<file path="config.mk">
export PLATFORM = sky130hd
export DESIGN_NAME = target_dsm_ramp
export DESIGN_NICKNAME = d
export VERILOG_FILES = /design/src/rtl/target_dsm_ramp.sv
export SDC_FILE = /design/constraint.sdc
export NUM_CORES = 1
export LEC_CHECK = 0
export CORE_ASPECT_RATIO = 0.9
export CORE_UTILIZATION = 55
export CTS_CLUSTER_SIZE = 14
export DETAILED_ROUTE_END_ITERATION = 10
export PLACE_DENSITY = 0.75
export SLEW_MARGIN = 0
export SYNTH_ARGS = -nofsm -noshare
export SYNTH_HDL_FRONTEND = slang
export SYNTH_SLANG_ARGS = --single-unit
</file>
<file path="constraint.sdc">
create_clock -name clk -period 9.47 [get_ports clk]
set_input_delay 0.947 -clock clk [delete_from_list [all_inputs] [get_ports clk]]
set_output_delay 0.947 -clock clk [all_outputs]
set_load 0.02 [all_outputs]
</file>
<file path="src/rtl/target_dsm_ramp.sv">
// Slew-limited setpoint tracker feeding a first-order delta-sigma bitstream.
// The setpoint chases the last loaded target by at most SLEW_STEP per TICK_DIV clocks.
module target_dsm_ramp #(
    parameter logic [31:0] SLEW_STEP = 32'd4295,
    parameter int          TICK_DIV  = 1000
) (
    input  logic        clk,
    input  logic        reset,
    input  logic [31:0] target,
    input  logic        load,
    output logic [31:0] setpoint,
    output logic        settled,
    output logic        pwm_out
);

    localparam int TW = (TICK_DIV > 1) ? $clog2(TICK_DIV) : 1;

    typedef enum logic {IDLE, RAMP} state_t;

    state_t        state_q, state_d;
    logic [31:0]   req_q, req_d;
    logic [31:0]   sp_q, sp_d;
    logic [31:0]   acc_q;
    logic [TW-1:0] tick_q, tick_d;
    logic          pwm_q;

    logic          tick_last;
    logic [32:0]   diff33;
    logic          up;
    logic [31:0]   mag, step;
    logic [32:0]   sum;

    assign tick_last = (tick_q == TW'(TICK_DIV - 1));

    always_comb begin
        diff33 = {1'b0, req_q} - {1'b0, sp_q};
        up     = ~diff33[32];
        mag    = up ? diff33[31:0] : (sp_q - req_q);
        step   = (mag < SLEW_STEP) ? mag : SLEW_STEP;
        sum    = {1'b0, acc_q} + {1'b0, sp_q};
    end

    always_comb begin
        state_d = state_q;
        req_d   = load ? target : req_q;
        sp_d    = sp_q;
        tick_d  = tick_q;

        // A step on the same edge as a load still heads for the old request.
        if (state_q == RAMP && tick_last)
            sp_d = up ? (sp_q + step) : (sp_q - step);

        // Settled exactly when the setpoint agrees with the request it will hold.
        state_d = (sp_d != req_d) ? RAMP : IDLE;

        if (state_q == IDLE || state_d == IDLE)
            tick_d = '0;
        else
            tick_d = tick_last ? '0 : tick_q + 1'b1;
    end

    always_ff @(posedge clk or posedge reset) begin
        if (reset) begin
            state_q <= IDLE;
            req_q   <= '0;
            sp_q    <= '0;
            tick_q  <= '0;
            acc_q   <= '0;
            pwm_q   <= 1'b0;
        end else begin
            state_q <= state_d;
            req_q   <= req_d;
            sp_q    <= sp_d;
            tick_q  <= tick_d;
            acc_q   <= sum[31:0];
            pwm_q   <= sum[32];
        end
    end

    assign setpoint = sp_q;
    assign settled  = (state_q == IDLE);
    assign pwm_out  = pwm_q;

endmodule

</file>
=== After elaboration in Yosys (flattened, before gate mapping) ===
Cells that the tools add are included.

* Add/sub/neg operators: 6
* Magnitude comparators: 1
* Equality and inequality tests: 2
* Muxes and demuxes: 8
* Bitwise operators: 2
* Reductions and logical operators: 2

{| class="wikitable"
|+ Operator list
! kind !! number
|-
| $mux W32 || 5
|-
| $sub A32 B32 Y32 || 2
|-
| $add A32 B32 Y33 || 1
|-
| $sub A32 B32 Y33 || 1
|-
| $add A32 B32 Y32 || 1
|-
| $lt A32 B13 Y1 const B || 1
|-
| $ne A32 B32 Y1 || 1
|-
| $mux W10 || 2
|-
| $add A10 B1 Y10 const B || 1
|-
| $eq A10 B10 Y1 const B || 1
|-
| $not A1 Y1 || 2
|-
| $logic_and A1 B1 Y1 || 1
|-
| $logic_or A1 B1 Y1 || 1
|-
| $mux W1 || 1
|}

* Register bits after elaboration: 108
* Output and inout port bits: 34

=== Longest topological paths before layout ===
Gate-level depths: netlist of run 1.

* Depth in word-level cells: 12
* Mapped depth: 43

=== Worst setup path after synthesis of run 1 ===
Ideal clock, no wire load.

* Path type: reg-to-reg
* Start: reg sp_q[0] (netlist: setpoint[0])
* End: reg tick_q[4]
* Data arrival time: 8.163 ns
* Required time: 9.331 ns
* Slack: 1.167 ns
* Cell stages (with the launch flop): 40
* Buffers on the path: 3
* Period minus slack after synthesis: 8.303 ns
* Cell sequence: dfrtp_1 inv_1 ha_1 inv_1 fa_1 a21o_1 a221o_1 a211oi_1 o21ai_0 a31o_1 mux2i_1 xor2_1 nand4_1 nor3_1 o211a_1 buf_2 buf_2 and3_1 (+4 left out) nor2b_1 a21oi_1 xnor2_1 ha_1 o21a_1 o211ai_1 o21ai_0 nand2_1 o31a_1 o21ai_0 xnor2_1 o2111ai_1 or3b_2 nor4_1 nand4_1 nor4_1 clkbuf_1 a211oi_2

* Word-level cells in the longest chain between the ends: 12
* Elaborated cells on any way between the ends: 14
* Those cells by class: add/sub (4); order compare (1); eq/ne (1); mux (6); bitwise (1); reduce/logical (1)

{| class="wikitable"
|+ RTL lines
! element !! line !! source
|-
| from (decl) || 22 || <nowiki>logic [31:0] sp_q, sp_d;</nowiki>
|-
| from (signal assigned) || 73 || <nowiki>sp_q <= sp_d;</nowiki>
|-
| $sub A32 B32 Y33 or $sub A32 B32 Y32 (tied branches) || 36, 38 ||
|-
| $mux W32 || 38 || <nowiki>mag = up ? diff33[31:0] : (sp_q - req_q);</nowiki>
|-
| $lt A32 B13 Y1 || 39 || <nowiki>step = (mag < SLEW_STEP) ? mag : SLEW_STEP;</nowiki>
|-
| $mux W32 || 39 ||
|-
| $add A32 B32 Y32 or $sub A32 B32 Y32 (tied branches) || 51 || <nowiki>sp_d = up ? (sp_q + step) : (sp_q - step);</nowiki>
|-
| $mux W32 || 51 ||
|-
| $mux W32 * || 50 || <nowiki>if (state_q == RAMP && tick_last)</nowiki>
|-
| $ne A32 B32 Y1 * || 54 || <nowiki>state_d = (sp_d != req_d) ? RAMP : IDLE;</nowiki>
|-
| $mux W1 * || 54 ||
|-
| $not A1 Y1 * || 56 || <nowiki>if (state_q == IDLE || state_d == IDLE)</nowiki>
|-
| $logic_or A1 B1 Y1 * || 56 ||
|-
| $mux W10 * || 56 ||
|-
| via tick_d[4] || 24 || <nowiki>logic [TW-1:0] tick_q, tick_d;</nowiki>
|-
| to (signal assigned) || 74 || <nowiki>tick_q <= tick_d;</nowiki>
|-
| to (decl) || 24 ||
|}

The timed path passes the listed nets; every way through them passes the cells marked *.

=== Final worst setup path of run 1 ===
* Start: reg sp_q[0] (netlist: setpoint[0])
* End: reg tick_q[2]

Same word-level chain as after synthesis.

==> summary.txt, run 1 <==
Timing
  • Setup ws final: 0.3599 ns
  • Max Slew Vio Count: 0
  • Total Neg Setup Slack: 0 ns
  • Slew HR: 0.4735
  • Hold slack: 0.5232 ns
  • Tmin final: 9.110 ns
  • Setup Skew: 0.01473 ns
  • Worst slew pin tran: 0.7898 ns
  • Final Cycle Share: 0.9620
  • Setup-failing EPs final: 0
  • Fmax: 0.1098 GHz
  • Final Hold Fails: 0

Worst hold path
  • WHS Endpoint: acc_q[0]$_DFF_PP0_
  • Worst min path class: flop to flop
  • Min-delay src: acc_q[0]$_DFF_PP0_
  • Hold path cells: 1

Die
  • Io pins: 69
  • Core area: 20,770 um^2
  • FP Rows: 50
  • Initial core utilization: 0.5617
  • Die W: 155.5 um
  • Die Ht: 140.2 um
  • Die area: 21,800 um^2

Detailed routing
  • TritonRoute pass-1 iters: 7
  • Routed Wire Length: 38,610 um
  • Post-route ant nets: 0
  • Initial DRC Count: 1,161
  • Vias: 11,600
  • Average wire per standard cell: 21.01 um
  • DRC: 0
  • Post-DR vias/cell: 6.311

Logic synthesis
  • Share of flip-flops with an asynchronous set or reset: 1.000
  • Post-Synth Adder-Cell Area: 0.1441
  • Sequential share of the synthesized area: 0.2316
  • Synth Area in Compound Gates: 0.2695
  • Mean Syn Cell Area: 7.926 um^2
  • Syn Inst Count: 1,472
  • Mux contribution to synthesized area: 0.02102
  • XOR/XNOR Fraction of Synth Area: 0.08450
  • Largest family of logic cells by synthesized area: compound AO/OA/AOI/OAI gates
  • Warnings, synthesis: 0
  • Yosys cell types: 87
  • Synth area leaders: dfrtp_1 23%, ha_1 14%, xnor2_1 5.5%
  • Syn Nets: 1,639
  • Primary FF master, synth: dfrtp_1
  • Cell taking the most area after synthesis: dfrtp_1
  • Synth Cell Area: 11,670 um^2
  • Post-synth EDFFs: 0
  • Simple-gate portion of the synthesized area: 0.1923
  • Yosys top cell area share: 0.2316
  • FF+latch count, synth: 108

Final layout
  • Layout cells sized above 1: 0.07603
  • # diodes: 0
  • Most frequent cells in the layout: 146 x nand2_1, 127 x ha_1, 125 x a21oi_1
  • Post-layout util: 0.6346
  • Most common cell after layout, fill and taps aside: nand2_1
  • Post-Layout Cell Count: 1,838
  • Fillcell total: 1,868
  • Fin nets: 1,714
  • Layout area overhead: 12.96%

Clock network
  • Worst skew pair latency: 0.37 ns
  • Clock tree root driver cell: clkbuf_16
  • CTS Sinks: 108
  • CTS H-tree lvls: 3
  • Num CTS Buffers: 9
  • Longest Clk Path Bufs: 2
  • CTS tree: yes
  • CTS clk-pin slew, worst paths: 0.08 ns

Worst setup path
  • Critical path's slowest cell: dfrtp_1
  • CP Class: flop to flop
  • FF-to-FF setup slack: 0.36 ns
  • Crit path arrival time: 9.35 ns
  • Worst path max stage delay: 0.46 ns
  • Critical R2R Launch: setpoint[0]$_DFF_PP0_
  • CP Capture Type: flop
  • FF-to-FF End: tick_q[2]$_DFF_PP0_
  • Req. time, crit path: 9.71 ns
  • Worst Path Max Fanout: 11
  • Type of origin of the critical path: flop
  • Bufs and invs on worst path: 5
  • R2R depth: 38
  • Critical path's top delay family: compound AO/OA/AOI/OAI gates

Power
  • PD cells: 105.6 nW/um^2
  • VDD IR max: 0.08991 mV
  • Leak Pwr: 6.235 nW

Run status
  • Status: finished, final reports clean

GRT
  • Vias in the first global route: 10,880
  • Global router's overall resource usage: 0.3588
  • Largest net degree at the start of global routing: 59
  • Initial antenna violation count: 0
  • Grt ovf: 0
  • First-pass GRT wire length: 60,240 um

Placement
  • IO buf count: 68
  • # placed instances: 1,816
  • Hpwl dp: 30,300 um
  • Place WS: 0.3098 ns
  • Routability cong.: 0.9792

Flow run
  • Max Cap Violations: 0
[worst reg2reg max path, delay by kind of cell (launching register included)]
family          cells  cell delay (ns)
fa+ha+maj           4             0.98
flops               1             0.46
xor+xnor            2             0.36
buf+inv             5             0.81
simple gates       12             2.87
compound gates     15             3.53
[metrics by stage]
| step | cell area, um^2 | total power (W) |
|---|---|---|
| finish | 13180 | 0.001391 |
| global route | 13180 | 0.001451 |
| CTS | 13100 | 0.001371 |
| detailed placement | 12810 | 0.0009922 |
| global placement | 12810 | 0.0009927 |
| floorplan | 11670 | 0.0008525 |
[final cells by class]
class | count | area (um^2) | area share
Clock buffer | 11 | 242.7 | 0.01842
Inverter | 103 | 389.1 | 0.02952
Tap cell | 286 | 357.8 | 0.02715
Sequential cell | 108 | 2704 | 0.2051
Clock inverter | 5 | 45.04 | 0.003418
Multi-Input combinational cell | 1200 | 8338 | 0.6326
Timing Repair Buffer | 125 | 1104 | 0.08373
[routing by layer]
layer / track usage / up-vias / part of all wire
met5: 0 / - / 0
met4: 0.08669 / 0 / 0.018
met3: 0.08199 / 58 / 0.10
met2: 0.5166 / 550 / 0.42
met1: 0.5377 / 5518 / 0.46
li1: - / 5474 / -
[synth_stat cells (21+ instances only)]
master	n
clkbuf_1	38
xnor2_1	73
nand3_1	54
nor2_1	70
dfrtp_1	108
ha_1	128
o21ai_0	121
nand2_1	146
a21o_1	50
nor3_1	28
xor2_1	37
inv_1	103
a211oi_1	21
a21oi_1	126
o21a_1	32
[power breakdown]
part	switching [W]	internal, W	leakage, nW	total [W]
logic	0.000330	0.000195	4.67	0.000524
registers	0.0000104	0.000474	1.43	0.000484
clock network	0.000193	0.000190	0.138	0.000383
[flip-flops by register name (all words and copies together), names as in the netlist]
name / cells
req_q: 32
acc_q: 32
setpoint: 32
pwm_out: 1
tick_q: 10
state_q: 1
[cell families after synthesis]
family                     Yosys count
AOI/OAI and AO/OA                  489
and+or+nand+nor                    444
buffers and inverters              164
adders and majority gates          132
xor gates and xnor gates           111
DFF                                108
muxes                               24
[worst max-delay path by stage]
| stage | from | end | slack (ns) | cells after the start |
|---|---|---|---|---|
| after global placement | setpoint[0]$_DFF_PP0_ | tick_q[2]$_DFF_PP0_ | 0.28 | 38 |
| after floorplan | setpoint[0]$_DFF_PP0_ | tick_q[4]$_DFF_PP0_ | 1.17 | 39 |
| final | setpoint[0]$_DFF_PP0_ | tick_q[2]$_DFF_PP0_ | 0.36 | 38 |
| after detailed placement | setpoint[0]$_DFF_PP0_ | tick_q[2]$_DFF_PP0_ | 0.31 | 38 |
| after global routing | setpoint[0]$_DFF_PP0_ | tick_q[3]$_DFF_PP0_ | -0.09 | 38 |
| after CTS | setpoint[0]$_DFF_PP0_ | tick_q[2]$_DFF_PP0_ | 0.21 | 38 |
[repair_timing]
action | CTS | global route
hold buffers | 0 | 0
resized for setup | 0 | 11
setup buffers | 0 | 6
endpoints found under the setup margin | 0 | 11
Power figures use the tool's default switching activity.
==> run 2: changes to the inputs <==
Settings changed: CORE_UTILIZATION 55 to 58, PLACE_DENSITY 0.75 to 0.78.
==> run 2 against run 1 <==
  * Combinational power about the same
  * Worst hold slack worse by 0.012 ns
  * Worst setup slack better by 0.041 ns
  * First-iteration DRC count up 5.5%
  * Final cell count down 2.3%
  * Sequential share of layout area up 0.090 points
  * Count of clock-buffer cells in the layout down 2
  * Power up 1.3%
  * Register-to-register slack better by 0.04 ns
  * Via count up 0.31%
  * Critical path type unchanged
==> summary.txt, run 2 (synthesized netlist as in run 1, its figures left out) <==
Run status
  • Status: finished, final reports clean (unchanged)

Timing
  • Setup ws final: 0.4010 ns (was 0.3599 ns)
  • Setup Skew: 0.01341 ns (was 0.01473 ns)
  • Setup-failing EPs final: 0 (unchanged)
  • Max Slew Vio Count: 0 (unchanged)
  • Final Hold Fails: 0 (unchanged)
  • Fmax: 0.1103 GHz (was 0.1098 GHz)
  • Worst slew pin tran: 0.8808 ns (was 0.7898 ns)
  • Tmin final: 9.069 ns (was 9.110 ns)
  • Final Cycle Share: 0.9577 (was 0.9620)
  • Slew HR: 0.4128 (was 0.4735)

Worst hold path
  • Min-delay src: acc_q[0]$_DFF_PP0_ (unchanged)
  • WHS Endpoint: acc_q[0]$_DFF_PP0_ (unchanged)
  • Worst min path class: flop to flop (unchanged)
  • Hold path cells: 1 (unchanged)

Final layout
  • # diodes: 0 (unchanged)
  • Layout cells sized above 1: 0.06990 (was 0.07603)
  • Most frequent cells in the layout: 146 x nand2_1, 128 x ha_1, 125 x a21oi_1 (was 146 x nand2_1, 127 x ha_1, 125 x a21oi_1)
  • Post-Layout Cell Count: 1,795 (was 1,838)
  • Fin nets: 1,707 (was 1,714)
  • Most common cell after layout, fill and taps aside: nand2_1 (unchanged)
  • Fillcell total: 1,656 (was 1,868)
  • Multi-input gate area: 8337 um^2 (was 8338 um^2)
  • Layout area overhead: 12.42% (was 12.96%)
  • Sequential cell area: 2703 um^2 (was 2704 um^2)

Detailed routing
  • Post-route ant nets: 0 (unchanged)
  • Wire length on met1: 17,130 um (was 17,820 um)
  • Met2 wire length: 15,600 um (was 16,130 um)
  • DRC: 0 (unchanged)
  • Routed Wire Length: 37,730 um (was 38,610 um)
  • TritonRoute pass-1 iters: 6 (was 7)
  • Top sig layer: met4 (unchanged)
  • Vias: 11,640 (was 11,600)
  • Post-DR vias/cell: 6.482 (was 6.311)
  • Initial DRC Count: 1,225 (was 1,161)
  • Average wire per standard cell: 21.02 um (was 21.01 um)
  • Met3 wire len: 4079 um (was 3972 um)

Clock network
  • CTS H-tree lvls: 3 (unchanged)
  • Num CTS Buffers: 9 (unchanged)
  • Longest Clk Path Bufs: 2 (unchanged)
  • CTS tree: yes (unchanged)
  • Clock tree root driver cell: clkbuf_16 (unchanged)
  • CTS Sinks: 108 (unchanged)
  • Hold Buf Count CTS: 0 (unchanged)
  • CTS clk-pin slew, worst paths: 0.08 ns (about the same)
  • Worst skew pair latency: 0.36 ns (was 0.37 ns)

Power
  • Reg power frac: 0.342 (was 0.348)
  • VDD IR max: 0.08916 mV (was 0.08991 mV)
  • Comb power frac: 0.371 (was 0.377)
  • Psw: 0.0005312 W (was 0.0005330 W)
  • Leak Pwr: 6.237 nW (was 6.235 nW)
  • Cell Int Power: 0.0008786 W (was 0.0008581 W)
  • Clock network fraction of total power: 0.287 (was 0.275)
  • Switching Share: 0.3768 (was 0.3831)
  • PD cells: 107.5 nW/um^2 (was 105.6 nW/um^2)
  • Total power: 0.001410 W (was 0.001391 W)

Die
  • Die area: 20,690 um^2 (was 21,800 um^2)
  • Initial core utilization: 0.5996 (was 0.5617)
  • Core area: 19,460 um^2 (was 20,770 um^2)
  • FP Rows: 48 (was 50)
  • Io pins: 69 (unchanged)
  • Die W: 151.5 um (was 155.5 um)
  • Die Ht: 136.6 um (was 140.2 um)

Placement
  • Place WS: 0.3677 ns (was 0.3098 ns)
  • IO buf count: 68 (unchanged)
  • # placed instances: 1,776 (was 1,816)
  • Hpwl dp: 29,550 um (was 30,300 um)
  • Routability cong.: 0.9564 (was 0.9792)

Worst setup path
  • FF-to-FF setup slack: 0.40 ns (was 0.36 ns)
  • R2R depth: 39 (was 38)
  • Critical path's slowest cell: or3b_2 (was dfrtp_1)
  • Worst Path Max Fanout: 11 (unchanged)
  • FF-to-FF End: tick_q[2]$_DFF_PP0_ (unchanged)
  • Crit path arrival time: 9.30 ns (was 9.35 ns)
  • Type of origin of the critical path: flop (unchanged)
  • CP Class: flop to flop (unchanged)
  • Worst path max stage delay: 0.47 ns (was 0.46 ns)
  • Critical path's top delay family: compound AO/OA/AOI/OAI gates (unchanged)
  • CP Capture Type: flop (unchanged)
  • Critical R2R Launch: setpoint[0]$_DFF_PP0_ (unchanged)
  • Cell mode on critical path: o21ai_0
  • Req. time, crit path: 9.70 ns (was 9.71 ns)
  • Bufs and invs on worst path: 5 (unchanged)

GRT
  • Largest net degree at the start of global routing: 69 (was 59)
  • Global router's overall resource usage: 0.3694 (was 0.3588)
  • Initial antenna violation count: 0 (unchanged)
  • Vias in the first global route: 10,770 (was 10,880)
  • First-pass GRT wire length: 58,320 um (was 60,240 um)
  • Grt ovf: 0 (unchanged)

Flow run
  • Max Cap Violations: 0 (unchanged)
[run 2: how the worst max path moves through the flow]
| stage | startpoint | end | slack [ns] | cells after the start |
|---|---|---|---|---|
| finish | setpoint[0]$_DFF_PP0_ | tick_q[2]$_DFF_PP0_ | 0.40 | 39 |
| global route | setpoint[14]$_DFF_PP0_ | tick_q[2]$_DFF_PP0_ | -0.002 | 38 |
| CTS | setpoint[9]$_DFF_PP0_ | tick_q[2]$_DFF_PP0_ | 0.31 | 35 |
| detailed placement | setpoint[10]$_DFF_PP0_ | tick_q[2]$_DFF_PP0_ | 0.37 | 35 |
| global placement | setpoint[9]$_DFF_PP0_ | tick_q[2]$_DFF_PP0_ | 0.66 | 35 |
| floorplan | setpoint[0]$_DFF_PP0_ | tick_q[4]$_DFF_PP0_ | 1.17 | 39 |
[run 2: area by class of cell]
cell class	instances	area share
tap	250	0.02385
timing repair buffer	117	0.08147
sequential	108	0.2060
clock buffer	9	0.01717
inverter	103	0.02967
clock inverter	7	0.006201
multi-input combinational	1201	0.6356
[run 2: routing by layer]
| layer | vias to the layer above | track usage |
|---|---|---|
| met4 | 0 | 0.1078 |
| met3 | 66 | 0.06900 |
| met2 | 602 | 0.5266 |
| met5 | - | 0 |
| li1 | 5461 | - |
| met1 | 5507 | 0.5599 |
[run 2: worst register-to-register path: cells and delay by family (launching register included)]
kind	cells	cell delay, ns
compound gates	17	3.69
flops	1	0.46
fa+ha+maj	4	1.10
simple gates	10	2.38
mux	1	0.14
buf+inv	5	0.85
xor+xnor	2	0.32
[run 2: metrics by stage]
step	setup TNS (ns)	utilization	cell area (um^2)	hold slack, ns
final	0	0.6741	13120	0.5109
after global routing	-0.003075	0.6741	13120	0.5180
after CTS	0	0.6711	13060	0.4960
after detailed placement	0	0.6554	12750	0.4775
after global placement	0	0.6554	12750	0.4545
after floorplan	0	-	11670	0.4430
[run 2: power groups by stage]
| stage | clock (W) | combinational, W | sequential [W] |
|---|---|---|---|
| after floorplan | 0 | 0.000364 | 0.000489 |
| after global placement | 0 | 0.000492 | 0.000491 |
| after detailed placement | 0 | 0.000496 | 0.000492 |
| after CTS | 0.000409 | 0.000499 | 0.000482 |
| after global routing | 0.000425 | 0.000564 | 0.000484 |
| final | 0.000405 | 0.000522 | 0.000483 |
[run 2: timing repair]
action,CTS,global route
endpoints found under the setup margin,0,11
setup buffers,0,2
gates resized for setup,0,8
==> RTL change 1: new RTL, flow settings as in run 1 <==
Put one more register stage on the output `setpoint`, cleared by the reset. The value now appears one clock later. The other outputs are not delayed to match.
--- a/src/rtl/target_dsm_ramp.sv
+++ b/src/rtl/target_dsm_ramp.sv
@@ -79,3 +79,9 @@
 
-    assign setpoint = sp_q;
+    always_ff @(posedge clk or posedge reset) begin
+        if (reset) begin
+            setpoint <= '0;
+        end else begin
+            setpoint <= sp_q;
+        end
+    end
     assign settled  = (state_q == IDLE);
Behaviour: no difference found for any inputs over 10 cycles, from zero or initial values and one cycle with reset high; that may be too few to reach the edited logic, so the function may still have changed.
==> RTL change 1 against run 1 <==
- synthesized cell count decreased by 0.48%
- synthesized area is 5.1% higher
- non-clock buffer count is 6 higher
- total power rose by 36%
- final area is 8.1% higher
- setup slack better by 0.21 ns
- combinational power grew 12%
- sequential power is 28% higher
- via count fell by 2.2%
- wire length fell by 7.9%
- worst hold slack got worse by 0.062 ns
- sequential cell count grew 32
==> RTL change 1: results (changes against run 1) <==
stage	metric	value	unit	change
grt	met1 Resource Use GR	0.4671		-0.07057
critical_path	Crit-path slowest cell	ha_1		
cts	Num CTS Buffers	17		+8
grt	GR Util All Layers	0.3123		-0.04650
critical_path	Max stage delay on crit path	0.58	ns	+0.12 ns
grt	met3 Use GR	0.05281		-0.02918
drt	Routed WL	35580	um	-7.9%
critical_path	crit path DAT	9.21	ns	-0.14 ns
cells_and_area	inverter count	109		+5.8%
outcome	outcome	finished clean		
sta	Max-slew headroom	0.3935		-0.07999
drt	M1 WL	16750	um	-6.0%
critical_path	Setup crit start	sp_q[6]		
sta	final worst slack	0.5653	ns	+0.2054 ns
power_and_ir_drop	leak pwr	6.591	nW	+5.7%
drt	DR pass1 iterations	6		-1
cells_and_area	register area	3503	um2	+30%
synth	distinct cell type count after synthesis	86		-1.1%
synth	Post-synth top cells	140 x dfrtp_1, 138 x nand2_1, 134 x o21ai_0		
cts	clock latency on the worst-skew pair	0.42	ns	+0.05 ns
worst_hold_path	Hold Crit Start	sp_q[0]		
grt	pin count of the biggest net entering global routing	72		+22%
drt	drt first-iter violations	1173		+1.0%
grt	vias in the first global route	10553		-3.0%
cells_and_area	buffering overhead	0.08235		-0.001383
cells_and_area	fraction of area in multi-input gates	0.5751		-0.05752
drt	WL met2	14750	um	-8.5%
worst_hold_path	Hold EP	setpoint[0]		
grt	routing usage on met2	0.4518		-0.06488
cells_and_area	#MultiIn Comb	1156		-3.7%
critical_path	CP endpoint	tick_q[4]		
synth	sequential share of the synthesized area	0.2856		+0.05399
power_and_ir_drop	Max IR drop VDD	142.7	uV	+59%
power_and_ir_drop	switch share	0.3450		-0.03817
placement	HPWL Detailed	27400	um	-9.6%
drt	vias per cell	6.105		-3.3%
synth	synth top area cells	dfrtp_1 29%, ha_1 13%, xnor2_1 5.7%, o21ai_0 5.5%, a21oi_1 4.8%		
cts	Clock H-tree levels	4		+1
## RTL change 1: cell count changes in the layout (fill, tap and decap cells not counted), moves of 9 or more
| cell | before | now |
|---|---|---|
| nand2_1 | 146 | 137 |
| a21oi_1 | 125 | 112 |
| dfrtp_1 | 107 | 140 |
| a211oi_1 | 19 | 9 |
| o21ai_1 | 4 | 16 |
| nor2_1 | 70 | 92 |
| nand3_1 | 54 | 27 |
| o21a_1 | 32 | 21 |
| a21o_1 | 50 | 24 |
| xor2_1 | 37 | 46 |
## RTL change 1: what timing repair did
item / 4_1_cts / 5_1_grt
buffers inserted: 0 / 7
resized for setup: 0 / 37
endpoints found under the setup margin: 0 / 12
## RTL change 1: power by group through the flow
stage | clock (mW) | combinational [mW] | sequential [mW]
5_1_grt | 0.710 | 0.632 | 0.621
3_3_place_gp | 0 | 0.537 | 0.630
3_5_place_dp | 0 | 0.538 | 0.631
4_1_cts | 0.688 | 0.543 | 0.620
6_report | 0.680 | 0.585 | 0.620
2_1_floorplan | 0 | 0.398 | 0.628
## RTL change 1: metrics by stage
stage / utilization / std cells / cell area (um2) / TNS, ns
global route: 0.6550 / 1859 / 14250 / -0.2020
detailed placement: 0.6180 / 1820 / 13450 / 0
finish: 0.6550 / 1859 / 14250 / 0
floorplan: - / 1465 / 12270 / 0
global placement: 0.6180 / 1820 / 13450 / 0
CTS: 0.6456 / 1852 / 14050 / 0
## RTL change 1: cell families (layout without fill, tap and decap cells)
logic type / after synthesis / count (layout) / synth area share
AND/OR/NAND/NOR: 416 / 416 / 0.1691
buffers and inverters: 169 / 272 / 0.05815
multiplexers: 25 / 25 / 0.02112
flip-flops: 140 / 140 / 0.2856
adder cells (fa/ha/maj): 132 / 132 / 0.1371
XOR/XNOR: 127 / 127 / 0.09181
AO/OA/AOI/OAI: 456 / 456 / 0.2371
==> RTL change 2: new RTL, flow settings as in run 1 <==
Without the edit above. `TICK_DIV`: 1000 -> 2000.
--- a/src/rtl/target_dsm_ramp.sv
+++ b/src/rtl/target_dsm_ramp.sv
@@ -4,3 +4,3 @@
     parameter logic [31:0] SLEW_STEP = 32'd4295,
-    parameter int          TICK_DIV  = 1000
+    parameter int          TICK_DIV  = 2000
 ) (
Function: no difference found for any inputs over 10 cycles, from zero or initial values and one cycle with reset high; that may be too few to reach the edited logic, so the function may still have changed.
==> RTL change 2 against run 1 <==
- first-iteration DRC count is 7.9% higher
- clock power is 5.7% higher
- final area is essentially flat
- die area down 0.76%
- combinational power shrank 2%
- wire length is 3.5% lower
- synthesized area is 0.77% lower
- sequential cell count grew 1
- setup slack better by 0.048 ns
- count of clock-buffer cells in the layout down 2
- total power increased by 1.1%
- non-clock buffer count grew 2
- critical path type unchanged
==> RTL change 2: results (changes against run 1) <==
stage	metric	value	unit	change
synth	Synth async-reset ratio	1.000		unchanged
grt	pin count of the biggest net entering global routing	60		+1.7%
synth	Syn Nets	1619		-1.2%
drt	DR pass1 iterations	5		-2
synth	Synth warnings	0		unchanged
cts	clock transition at the registers of the reported paths	0.09	ns	
worst_hold_path	Hold Path Class	flop to flop		
flow_run	Max Cap Viol	0		unchanged
cells_and_area	number of inserted diodes	0		unchanged
synth	Post-synth top cells	143 x nand2_1, 140 x a21oi_1, 131 x o21ai_0		
cells_and_area	Fill cells	1760		-5.8%
grt	vias in the first global route	10444		-4.0%
cells_and_area	share of layout cells above drive strength 1	0.08252		+0.006490
grt	GR Util All Layers	0.3451		-0.01365
placement	GPL Wtd Cong	1.011		+3.3%
placement	I/O Buffers	68		unchanged
critical_path	crit path DAT	9.31	ns	-0.04 ns
power_and_ir_drop	leak pwr	6.359	nW	+2.0%
grt	antenna violations before repair	0		unchanged
cts	clock latency on the worst-skew pair	0.37	ns	about the same
synth	dominant synthesized flop cell	dfrtp_1		
power_and_ir_drop	switch share	0.3877		+0.004602
critical_path	worst-path fanout max	6		-5
cts	Clock H-tree levels	3		unchanged
synth	distinct cell type count after synthesis	89		+2.3%
grt	first-pass GRT wire length	57910	um	-3.9%
drt	drt first-iter violations	1253		+7.9%
critical_path	Crit-path slowest cell	or4b_2		
critical_path	Max stage delay on crit path	0.67	ns	+0.21 ns
power_and_ir_drop	PD cells	106.7	nW/um2	+1.0%
synth	synth top area cells	dfrtp_1 24%, ha_1 14%, a21oi_1 6.1%, o21ai_0 5.7%, nand2_1 4.6%		
drt	DR vias	11345		-2.2%
outcome	outcome	finished clean		
sta	Max-slew headroom	0.4063		-0.06716
power_and_ir_drop	Max IR drop VDD	102.7	uV	+14%
synth	sequential share of the synthesized area	0.2356		+0.003964
cells_and_area	nets	1701		-0.76%
critical_path	type of the worst setup path	flop to flop		
cts	post-cts hold buffer count	0		unchanged
sta	clk_skew	0.01425	ns	-0.0004833 ns
placement	worst slack, placed	0.2497	ns	-0.06009 ns
cts	Root Buffer	clkbuf_16		
critical_path	Crit Reg-Reg Startpoint	req_q[0]		
placement	HPWL Detailed	29210	um	-3.6%
drt	routed len/inst	20.49	um	-2.5%
cts	Num CTS Buffers	9		unchanged
placement	Placed Cells	1796		-1.1%
worst_hold_path	Hold Crit Start	acc_q[0]		
cts	Max Root-Sink Buffers	2		unchanged
drt	vias per cell	6.237		-1.2%
synth	Avg Cell Area, Syn	7.973	um2	+0.59%
RTL change 2: cell count changes in the layout (fill, tap and decap cells not counted), moves of 9 or more:
cell,change
o31ai_1,-9
a21oi_1,+13
o21a_1,-9
nand3_1,-27
nor2_1,+11
o21ai_0,+10
xnor2_1,-12
xor2_1,+16
RTL change 2: metal layers:
layer	GRT usage	vias to the layer above	part of all wire
met5	0	-	0
li1	-	5405	-
met3	0.09063	48	0.11
met2	0.4848	497	0.41
met4	0.07400	0	0.017
met1	0.5221	5395	0.47
RTL change 2: area by class of cell:
type | instances | area share
inverters | 108 | 0.03094
flip-flops and latches | 109 | 0.2071
repair buffers | 127 | 0.08484
clock buffers | 9 | 0.01708
multi-input cells | 1179 | 0.6274
clock inverters | 7 | 0.006073
well taps | 280 | 0.02657
RTL change 2: worst paths after layout:
path                               end  slack, ns  cells past startpoint
max                          tick_q[6]       0.41                     37
min                           acc_q[0]       0.49                      1
max reg2reg                  tick_q[6]       0.41                     37
min reg2reg                   acc_q[0]       0.49                      1
max in group asynchronous  setpoint[0]       7.14                      3
min in group asynchronous  setpoint[7]       1.04                      2
RTL change 2: power by group through the flow:
| stage | Combinational (mW) | Clock, mW | Sequential [mW] |
|---|---|---|---|
| global placement | 0.488 | 0 | 0.495 |
| finish | 0.514 | 0.405 | 0.487 |
| detailed placement | 0.486 | 0 | 0.496 |
| CTS | 0.489 | 0.411 | 0.487 |
| floorplan | 0.346 | 0 | 0.493 |
| global route | 0.556 | 0.426 | 0.488 |
RTL change 2: kinds of logic after synthesis:
kind of cell	synth area share
flip-flops	0.2356
AO/OA/AOI/OAI	0.2738
adder cells (fa/ha/maj)	0.1453
buffers and inverters	0.05836
multiplexers	0.02302
AND/OR/NAND/NOR	0.1778
XOR/XNOR	0.08624
RTL change 2: stage by stage:
stage | TNS [ns] | hold WS, ns | power [mW]
final | 0 | 0.4940 | 1.406
after floorplan | 0 | 0.4430 | 0.8395
after CTS | 0 | 0.4950 | 1.388
after global placement | 0 | 0.4559 | 0.9836
after global routing | -0.4846 | 0.5129 | 1.470
after detailed placement | 0 | 0.4822 | 0.9823
RTL change 2: critical path: cells and delay by family (launching register included):
kind	cells	cell delay (ns)
buffers and inverters	4	0.49
AND/OR/NAND/NOR	15	3.90
XOR/XNOR	1	0.14
multiplexers	1	0.35
flip-flops	1	0.39
adder cells (fa/ha/maj)	4	1.17
AO/OA/AOI/OAI	12	2.50
RTL change 2: timing repair:
action / 4_1_cts / 5_1_grt
buffers inserted: 0 / 6
endpoints found under the setup margin: 0 / 12
gates resized for setup: 0 / 24
